===== src/rtl/parity_sched_pkg.sv =====
// Shared types and default widths for the parity-check scheduler.
package parity_sched_pkg;

    localparam int DATA_W_DEF      = 8;
    localparam int CNT_W_DEF       = 16;
    localparam int TIMEOUT_CYC_DEF = 64;

    typedef enum logic [1:0] {
        IDLE,
        ISSUE,
        WAIT,
        REPORT
    } state_e;

    localparam logic SRC_A = 1'b0;
    localparam logic SRC_B = 1'b1;

endpackage


===== src/rtl/parity_rr_arb2.sv =====
// Two-requester round-robin grant; ready is combinational and only raised while en is high.
// Zero latency: the grant is visible in the same cycle; last_grant moves on the handshake.
module parity_rr_arb2
    import parity_sched_pkg::*;
(
    input  logic clk,
    input  logic rst,
    input  logic en,
    input  logic a_vld,
    input  logic b_vld,
    output logic a_rdy,
    output logic b_rdy,
    output logic grant_src
);

    logic last_grant_q, last_grant_d;
    logic pick_a, pick_b;

    always_comb begin
        // A wins when alone, or when B had the previous grant.
        pick_a       = a_vld && (!b_vld || (last_grant_q == SRC_B));
        pick_b       = b_vld && !pick_a;
        a_rdy        = en && pick_a;
        b_rdy        = en && pick_b;
        grant_src    = pick_b ? SRC_B : SRC_A;
        last_grant_d = last_grant_q;
        if (a_rdy) begin
            last_grant_d = SRC_A;
        end else if (b_rdy) begin
            last_grant_d = SRC_B;
        end
    end

    always_ff @(posedge clk) begin
        if (rst) begin
            last_grant_q <= SRC_B;
        end else begin
            last_grant_q <= last_grant_d;
        end
    end

endmodule


===== src/rtl/parity_check_sched.sv =====
// Shares one parity engine between requesters A and B: accept T, start T+1, result at done+1.
// PARITY_SCHED_TIMEOUT_EN adds a WAIT watchdog and res_timeout_o; otherwise WAIT blocks on done.
module parity_check_sched
    import parity_sched_pkg::*;
#(
    parameter int DATA_W = DATA_W_DEF,
    parameter int CNT_W  = CNT_W_DEF
`ifdef PARITY_SCHED_TIMEOUT_EN
    ,
    parameter int TIMEOUT_CYC = TIMEOUT_CYC_DEF
`endif
) (
    input  logic              wb_clk_i,
    input  logic              wb_rst_i,
    input  logic              req_a_valid_i,
    input  logic [DATA_W:0]   req_a_word_i,
    output logic              req_a_ready_o,
    input  logic              req_b_valid_i,
    input  logic [DATA_W:0]   req_b_word_i,
    output logic              req_b_ready_o,
    output logic              eng_start_o,
    output logic [DATA_W:0]   eng_word_o,
    input  logic              eng_done_i,
    input  logic              eng_err_i,
    output logic              res_valid_o,
    output logic              res_err_o,
    output logic              res_src_o,
`ifdef PARITY_SCHED_TIMEOUT_EN
    output logic              res_timeout_o,
`endif
    output logic              busy_o,
    input  logic              clr_cnt_i,
    output logic [CNT_W-1:0]  err_cnt_o
);

    state_e            state_q, state_d;
    logic [DATA_W:0]   word_q, word_d;
    logic              src_q, src_d;
    logic              res_err_q, res_err_d;
    logic              res_src_q, res_src_d;
    logic [CNT_W-1:0]  err_cnt_q, err_cnt_d;
    logic              arb_en, a_rdy, b_rdy, grant_src;

`ifdef PARITY_SCHED_TIMEOUT_EN
    localparam int TMO_W = $clog2(TIMEOUT_CYC + 1);
    logic [TMO_W-1:0]  tmo_cnt_q, tmo_cnt_d;
    logic              tmo_flag_q, tmo_flag_d;
`endif

    // Ready is suppressed during reset so every output reads 0 while it is held.
    assign arb_en = (state_q == IDLE) && !wb_rst_i;

    parity_rr_arb2 u_arb (
        .clk       (wb_clk_i),
        .rst       (wb_rst_i),
        .en        (arb_en),
        .a_vld     (req_a_valid_i),
        .b_vld     (req_b_valid_i),
        .a_rdy     (a_rdy),
        .b_rdy     (b_rdy),
        .grant_src (grant_src)
    );

    always_comb begin
        state_d   = state_q;
        word_d    = word_q;
        src_d     = src_q;
        res_err_d = res_err_q;
        res_src_d = res_src_q;
`ifdef PARITY_SCHED_TIMEOUT_EN
        tmo_cnt_d  = '0;
        tmo_flag_d = 1'b0;
`endif
        case (state_q)
            IDLE: begin
                if (a_rdy || b_rdy) begin
                    word_d  = (grant_src == SRC_A) ? req_a_word_i : req_b_word_i;
                    src_d   = grant_src;
                    state_d = ISSUE;
                end
            end
            ISSUE: state_d = WAIT;
            WAIT: begin
                if (eng_done_i) begin
                    res_err_d = eng_err_i;
                    res_src_d = src_q;
                    state_d   = REPORT;
`ifdef PARITY_SCHED_TIMEOUT_EN
                end else if (tmo_cnt_q == TMO_W'(TIMEOUT_CYC - 1)) begin
                    res_err_d  = 1'b1;
                    res_src_d  = src_q;
                    tmo_flag_d = 1'b1;
                    state_d    = REPORT;
                end else begin
                    tmo_cnt_d = tmo_cnt_q + TMO_W'(1);
`endif
                end
            end
            REPORT:  state_d = IDLE;
            default: state_d = IDLE;
        endcase

        err_cnt_d = err_cnt_q;
        if (clr_cnt_i) begin
            err_cnt_d = '0;
        end else if ((state_q == REPORT) && res_err_q && (err_cnt_q != {CNT_W{1'b1}})) begin
            err_cnt_d = err_cnt_q + CNT_W'(1);
        end
    end

    always_ff @(posedge wb_clk_i) begin
        if (wb_rst_i) begin
            state_q   <= IDLE;
            word_q    <= '0;
            src_q     <= SRC_A;
            res_err_q <= 1'b0;
            res_src_q <= 1'b0;
            err_cnt_q <= '0;
`ifdef PARITY_SCHED_TIMEOUT_EN
            tmo_cnt_q  <= '0;
            tmo_flag_q <= 1'b0;
`endif
        end else begin
            state_q   <= state_d;
            word_q    <= word_d;
            src_q     <= src_d;
            res_err_q <= res_err_d;
            res_src_q <= res_src_d;
            err_cnt_q <= err_cnt_d;
`ifdef PARITY_SCHED_TIMEOUT_EN
            tmo_cnt_q  <= tmo_cnt_d;
            tmo_flag_q <= tmo_flag_d;
`endif
        end
    end

    assign req_a_ready_o = a_rdy;
    assign req_b_ready_o = b_rdy;
    assign eng_start_o   = (state_q == ISSUE);
    assign eng_word_o    = word_q;
    assign res_valid_o   = (state_q == REPORT);
    assign res_err_o     = res_err_q;
    assign res_src_o     = res_src_q;
    assign busy_o        = (state_q != IDLE);
    assign err_cnt_o     = err_cnt_q;
`ifdef PARITY_SCHED_TIMEOUT_EN
    assign res_timeout_o = tmo_flag_q;
`endif

endmodule


===== config.mk =====
export PLATFORM = sky130hd
export DESIGN_NAME = parity_check_sched
export DESIGN_NICKNAME = d
export VERILOG_FILES = /design/src/rtl/parity_sched_pkg.sv /design/src/rtl/parity_rr_arb2.sv /design/src/rtl/parity_check_sched.sv
export SDC_FILE = /design/constraint.sdc
export NUM_CORES = 1
export LEC_CHECK = 0
export ABC_AREA = 1
export CORE_AREA = 8 8 109 81
export CTS_CLUSTER_DIAMETER = 200
export DETAILED_ROUTE_END_ITERATION = 10
export DIE_AREA = 0 0 117 89
export GPL_TIMING_DRIVEN = 1
export PLACE_DENSITY = 0.56
export SLEW_MARGIN = 20
export SYNTH_ARGS = -nofsm -noshare
export SYNTH_HDL_FRONTEND = slang
export SYNTH_SLANG_ARGS = --single-unit

===== constraint.sdc =====
create_clock -name wb_clk_i -period 1.9 [get_ports wb_clk_i]
set_input_delay 0.38 -clock wb_clk_i [delete_from_list [all_inputs] [get_ports wb_clk_i]]
set_output_delay 0.38 -clock wb_clk_i [all_outputs]
set_load 0.005 [all_outputs]

* Word-level counts from Yosys, hierarchy flattened
Cells that the tools add are included. Widths: inputs -> output; s select.
Storage, ports and cells: output and inout port bits 32, bits in registers 31, word-level logic and storage cells 40, input bits 25
Operators by class: $add $sub $neg 1, mux-type cells 7, eq/ne operators 6, reductions and logical operators 19
Operators by type and width (count):
- $add 16x1->16 const B | 1
- $ne 16x16->1 const B | 1
- $mux 9 | 1
- $pmux 2 s4 | 1
- $logic_and 1x1->1 | 7
- $reduce_and 2->1 | 3
- $eq 2x2->1 const B | 2
- $mux 2 | 2
- $reduce_bool 2->1 | 2
- $logic_not 1->1 | 3
- $mux 1 | 3
- $eq 2x1->1 const B | 1
- $logic_not 2->1 | 1
- $logic_or 1x1->1 | 2
- $ne 2x1->1 const B | 1
- $ne 2x2->1 const B | 1
- $reduce_or 2->1 | 1

* Logic depth before layout (Yosys ltp)
word-level depth 9, gate-level depth with buffers 10, gate-level depth less buffers 10

* By module
Synthesis repeated with hierarchy kept, for this count alone.
Unflattened totals: cells, all modules 264, area total of the unflattened synthesis 1791.7 µm²
By module, submodules not included:
- parity_check_sched | cells each 253, area each 1719.1 µm², instances 1, seq. area each 600.6 µm²
- parity_rr_arb2 | cells each 11, area each 72.6 µm², instances 1, seq. area each 20.0 µm²

* Worst setup path before layout
Ideal clock, no wire load.
kind register to register, start point register err_cnt_q[0], in the netlist err_cnt_o[0], end point register err_cnt_q[11], in the netlist err_cnt_o[11], required time 1758 ps, slack 387 ps, path buffers 1, library setup time 142 ps, arrival time 1371 ps, stages on the path, launching flop included 10, period minus slack after synthesis 1513 ps, path through dfxtp_1 -> ha_1 -> nand2_2 -> nor2_4 -> nand2_4 -> nor2_1 -> nor2_2 -> buf_4 -> nand2_1 -> a21oi_2
Between the ends: longest elaborated chain between the ends 2, elaborated cells on any way between the ends 3, those cells by class 1 x add/sub; 1 x eq/ne; 1 x reduce/logical
RTL lines:
- from (decl) | RTL line parity_check_sched.sv:41 | logic [CNT_W-1:0] err_cnt_q, err_cnt_d;
- from (signal assigned) | RTL line parity_check_sched.sv:129 | err_cnt_q <= err_cnt_d;
- branches (longest 2 deep; another with $add 16x1->16)
Parallel ways; which one is timed is not known. A chain may end at the register's enable or synchronous reset.

* Worst setup path after layout
start point register state_q[0], end point output busy_o
Between the ends: longest elaborated chain between the ends 1
RTL lines:
- from (decl) | RTL line parity_check_sched.sv:36 | state_e state_q, state_d;
- from (signal assigned) | RTL line parity_check_sched.sv:124 | state_q <= state_d;
- $reduce_bool 2->1 | RTL line parity_check_sched.sv:144 | assign busy_o = (state_q != IDLE);
- to (decl) | RTL line parity_check_sched.sv:31 | output logic busy_o,
No other way between the ends.

==> results list <==
- For this run, the number of Yosys warnings is 0.
* Switching part of the total: between 30% and 40%
- Number of nets still failing antenna checks after routing: 0
- The final-report max-slew violation count is 0.
- Nets: about 350
* Routed via count: approximately 1700
* Layer carrying the most global-route usage: met2
- Detailed router's first-iteration violation count: 42
* Max-cap check violation count: 0
* Die ar.: approximately 10000 µm²
- Placed cell area: between 2000 and 2500 µm²
- The number of buffers and inverters on the critical path is 3.
* Master cell of the clock root buffer: sky130_fd_sc_hd__clkbuf_8
* Clock tree from TritonCTS: built
* Setup repair after global routing missed its margin: false
- Iteration count of the initial detailed-routing pass: 4
- After routing the design area is between 2000 and 3000 µm².
- The congestion estimate from routability-driven global placement came to slightly above 0.8.
- Summed negative setup slack over all endpoints: 0 ps
- Worst clock skew: approximately 7.6 ps
- Fin util: between 30 and 40%
- From bottom edge to top edge, the die measures 89 µm.
- Sequential cells account for 39.0% of the total power.
- Setup violators final: 0
- The tightest min-delay check is of the flip-flop to flip-flop type.
- Hold repair after CTS inserted 0 buffers.
* Signal arrival time at the worst endpoint: roughly 1500 ps
- The clock network accounts for approximately 28% of the total power.
- Nets in the synthesized netlist: between 200 and 300
* Count of mapped cells out of synthesis: around 250
- Counting flops with a built-in enable in the synthesized netlist gives 0.
- The number of setup buffers added after CTS is 0.
- After detailed routing, the total wire length is ~4800 µm.
- Based on the critical path, the design can be clocked at up to 0.545 GHz.
- DRC errors left: 0
- Worst slew pin tran: roughly 400 ps
- Startpoint class of the critical path: flip-flop
* Number of flip-flops and latches in the synthesized netlist: 31
* Commonest non-fill, non-tap cell in the layout: sky130_fd_sc_hd__nand2_1
- The run finished with clean final reports.
- No sink is reached through more buffers than the 2 on the longest clock path.
- The worst path meets setup with roughly 64 ps of slack.
- List of cells traversed by the critical path: inv_2, ha_4, inv_1, clkdlybuf4s50_1
- Antenna violations before repair: 0
- Netlist area before placement: approximately 1700 µm²
- Global routing met3 resource utilization: between 1.5 and 2%
* Total GRT Usage: 9.50%
- After legalization and detailed placement, the total HPWL measured roughly 4000 µm.
- Vias in the first global route: 1552
- After synthesis, the share of flip-flops with an asynchronous set or reset is 0%.
* Area leader, netlist: sky130_fd_sc_hd__dfxtp_1
- Met1 capacity usage during global routing: about an eighth
* Total internal power: 1.44 mW
* Crit Path Max Fanout: 5
- Top cell family by delay on the critical path: buffers and inverters
- Input and output buffers added on the ports amount to 56.
- Fraction of final layout cells with drive strength greater than 1: approximately 15%
- In this run the number of H-tree levels came out at 2.
- The largest individual stage delay along the critical path comes from the cell sky130_fd_sc_hd__clkdlybuf4s50_1.
* Max VDD drop: 0.232 mV
* CTS Buf Count: 5
- Post-route minimum period: between 1500 and 2000 ps
- Power density relative to cell area: around 800 nW/µm²
* Classification of the worst setup path: flip-flop to output port
- The analysis attributes to cell leakage a power of approximately 1.0 nW.
- Final clock period utilization by the worst path: approximately 97%
* Hold violation total from the final report: 0
- Area share of the largest cell type after synthesis: a little over a third
- After detailed routing, the average wire length per cell comes to around 11 µm.
- Remaining global-route overflow: 0
- Clock latency of the later-clocked register in the worst-skew pair: between 200 and 300 ps
* Combinational power share: between 30% and 40%
- Clock transition at the registers of the reported paths: approximately 70 ps
- Longest individual stage delay on the worst path: 490 ps
- Sorting the synthesized cells by area gives the leading types as sky130_fd_sc_hd__dfxtp_1 36%, sky130_fd_sc_hd__nand2_1 14%, sky130_fd_sc_hd__nor2_1 9.3%.
- In this run the standard cell core region covers between 7000 and 8000 µm².
- Entering global routing, the biggest net connects 19 pins.
* Critical path required time: between 1500 and 2000 ps
- Crit end category: output port
- Relative slew slack: around 73%
- Using the TritonRoute via totals, the vias-per-cell ratio works out to roughly 4.0.
- The floorplan has 26 rows.
* Average footprint of a synthesized cell: between 6 and 7 µm²
- Number of antenna diodes: 0
- The floorplan step set the die width to approximately 120 µm.
- The first global-routing pass estimated ~7800 µm of wire.
* Area Overhead vs Synth: 49.0%
- Total number of clock tree sinks: 31
- Initial Utilization: roughly 24%
- I/O pin total: 57
- In this run, distinct cell masters in the synthesized netlist total 24.
- GR Util met2: 16.2%
- Top flip-flop cell by instance count after synthesis: sky130_fd_sc_hd__dfxtp_1
- In this run the power spent charging and discharging nets is 0.621 mW.
- DP Worst Slack: -195 ps
- After synthesis, flip-flops and latches occupy 35.8% of the total area.
* Commonest cells after routing, fill and taps aside: 63 x sky130_fd_sc_hd__nand2_1, 54 x sky130_fd_sc_hd__clkdlybuf4s50_1, 43 x sky130_fd_sc_hd__nor2_1, 30 x sky130_fd_sc_hd__dfxtp_1, 26 x sky130_fd_sc_hd__inv_1
path summary, 6_finish.rpt:
kind                            slack, ps    startpoint      endpoint  cells past startpoint
worst max register to register        190  err_cnt_o[1]  err_cnt_o[0]                      7
worst min-delay path                  480    state_q[1]    state_q[1]                      2
worst max-delay path                   60    state_q[0]        busy_o                      4
worst min register to register        480    state_q[1]    state_q[1]                      2
tightest hold or removal path, cell delays in order (launching register included):
cell,delay [ps]
sky130_fd_sc_hd__dfxtp_2,340
sky130_fd_sc_hd__nand2_1,60
sky130_fd_sc_hd__a21oi_1,50
metal layers:
| layer | up-vias | wire length, µm |
|---|---|---|
| met4 | 0 | 48 |
| met1 | 736 | 2300 |
| met3 | 5 | 147 |
| met5 | - | 0 |
| met2 | 14 | 2340 |
| li1 | 931 | - |
cell usage after synthesis (3+ instances only):
| cell type | instances |
|---|---|
| sky130_fd_sc_hd__dfxtp_1 | 31 |
| sky130_fd_sc_hd__nor2_1 | 43 |
| sky130_fd_sc_hd__xor2_1 | 5 |
| sky130_fd_sc_hd__a21oi_1 | 4 |
| sky130_fd_sc_hd__clkbuf_1 | 3 |
| sky130_fd_sc_hd__inv_1 | 28 |
| sky130_fd_sc_hd__nor2_2 | 3 |
| sky130_fd_sc_hd__nand2_1 | 63 |
| sky130_fd_sc_hd__nand4_1 | 4 |
| sky130_fd_sc_hd__nand2_2 | 6 |
| sky130_fd_sc_hd__ha_1 | 5 |
| sky130_fd_sc_hd__a21oi_2 | 10 |
| sky130_fd_sc_hd__nand3_1 | 12 |
| sky130_fd_sc_hd__o21ai_0 | 22 |
| sky130_fd_sc_hd__xnor2_1 | 3 |
stage by stage:
stage | instances | total power, mW | hold WS [ps]
floorplan | 253 | 1.10 | 440
global placement | 412 | 1.47 | 473
detailed placement | 412 | 1.47 | 478
CTS | 420 | 2.08 | 489
global route | 420 | 2.21 | 504
finish | 420 | 2.06 | 483
power groups by stage:
| stage | Combinational (mW) | Clock, mW | Sequential [mW] |
|---|---|---|---|
| after CTS | 0.688 | 0.594 | 0.803 |
| after global placement | 0.658 | 0 | 0.813 |
| after floorplan | 0.293 | 0 | 0.811 |
| after global routing | 0.762 | 0.630 | 0.815 |
| final | 0.685 | 0.574 | 0.806 |
| after detailed placement | 0.654 | 0 | 0.816 |
sequential cells by signal, summed over array words and instances, names as in the netlist:
| name | count |
|---|---|
| eng_word_o | 9 |
| err_cnt_o | 16 |
| res_err_o | 1 |
| res_src_o | 1 |
| src_q | 1 |
| state_q | 2 |
| u_arb.last_grant_q | 1 |
area by class of cell:
| type | count | area [µm²] |
|---|---|---|
| inverter | 30 | 113 |
| tap | 98 | 123 |
| fill | 755 | 4510 |
| clock buffer | 8 | 100 |
| multi-input combinational | 187 | 992 |
| sequential | 31 | 622 |
| timing repair buffer | 66 | 633 |
cells by family (layout without fill, tap and decap cells):
group	Yosys count	count (layout)	share of synthesized area [%]
AO/OA/AOI/OAI	39	39	14.8
XOR/XNOR	8	8	4.04
adder cells (fa/ha/maj)	5	5	3.61
buffers and inverters	35	104	8.23
flip-flops	31	31	35.8
AND/OR/NAND/NOR	135	135	33.5
what timing repair did:
action                                  4_1_cts  5_1_grt
gates cloned                                  0        0
endpoints found under the setup margin        3        4
pin swaps                                     0        0
endpoints found under the hold margin         0        0
resized for setup                             7        2
(Power assumes the default switching activity.)
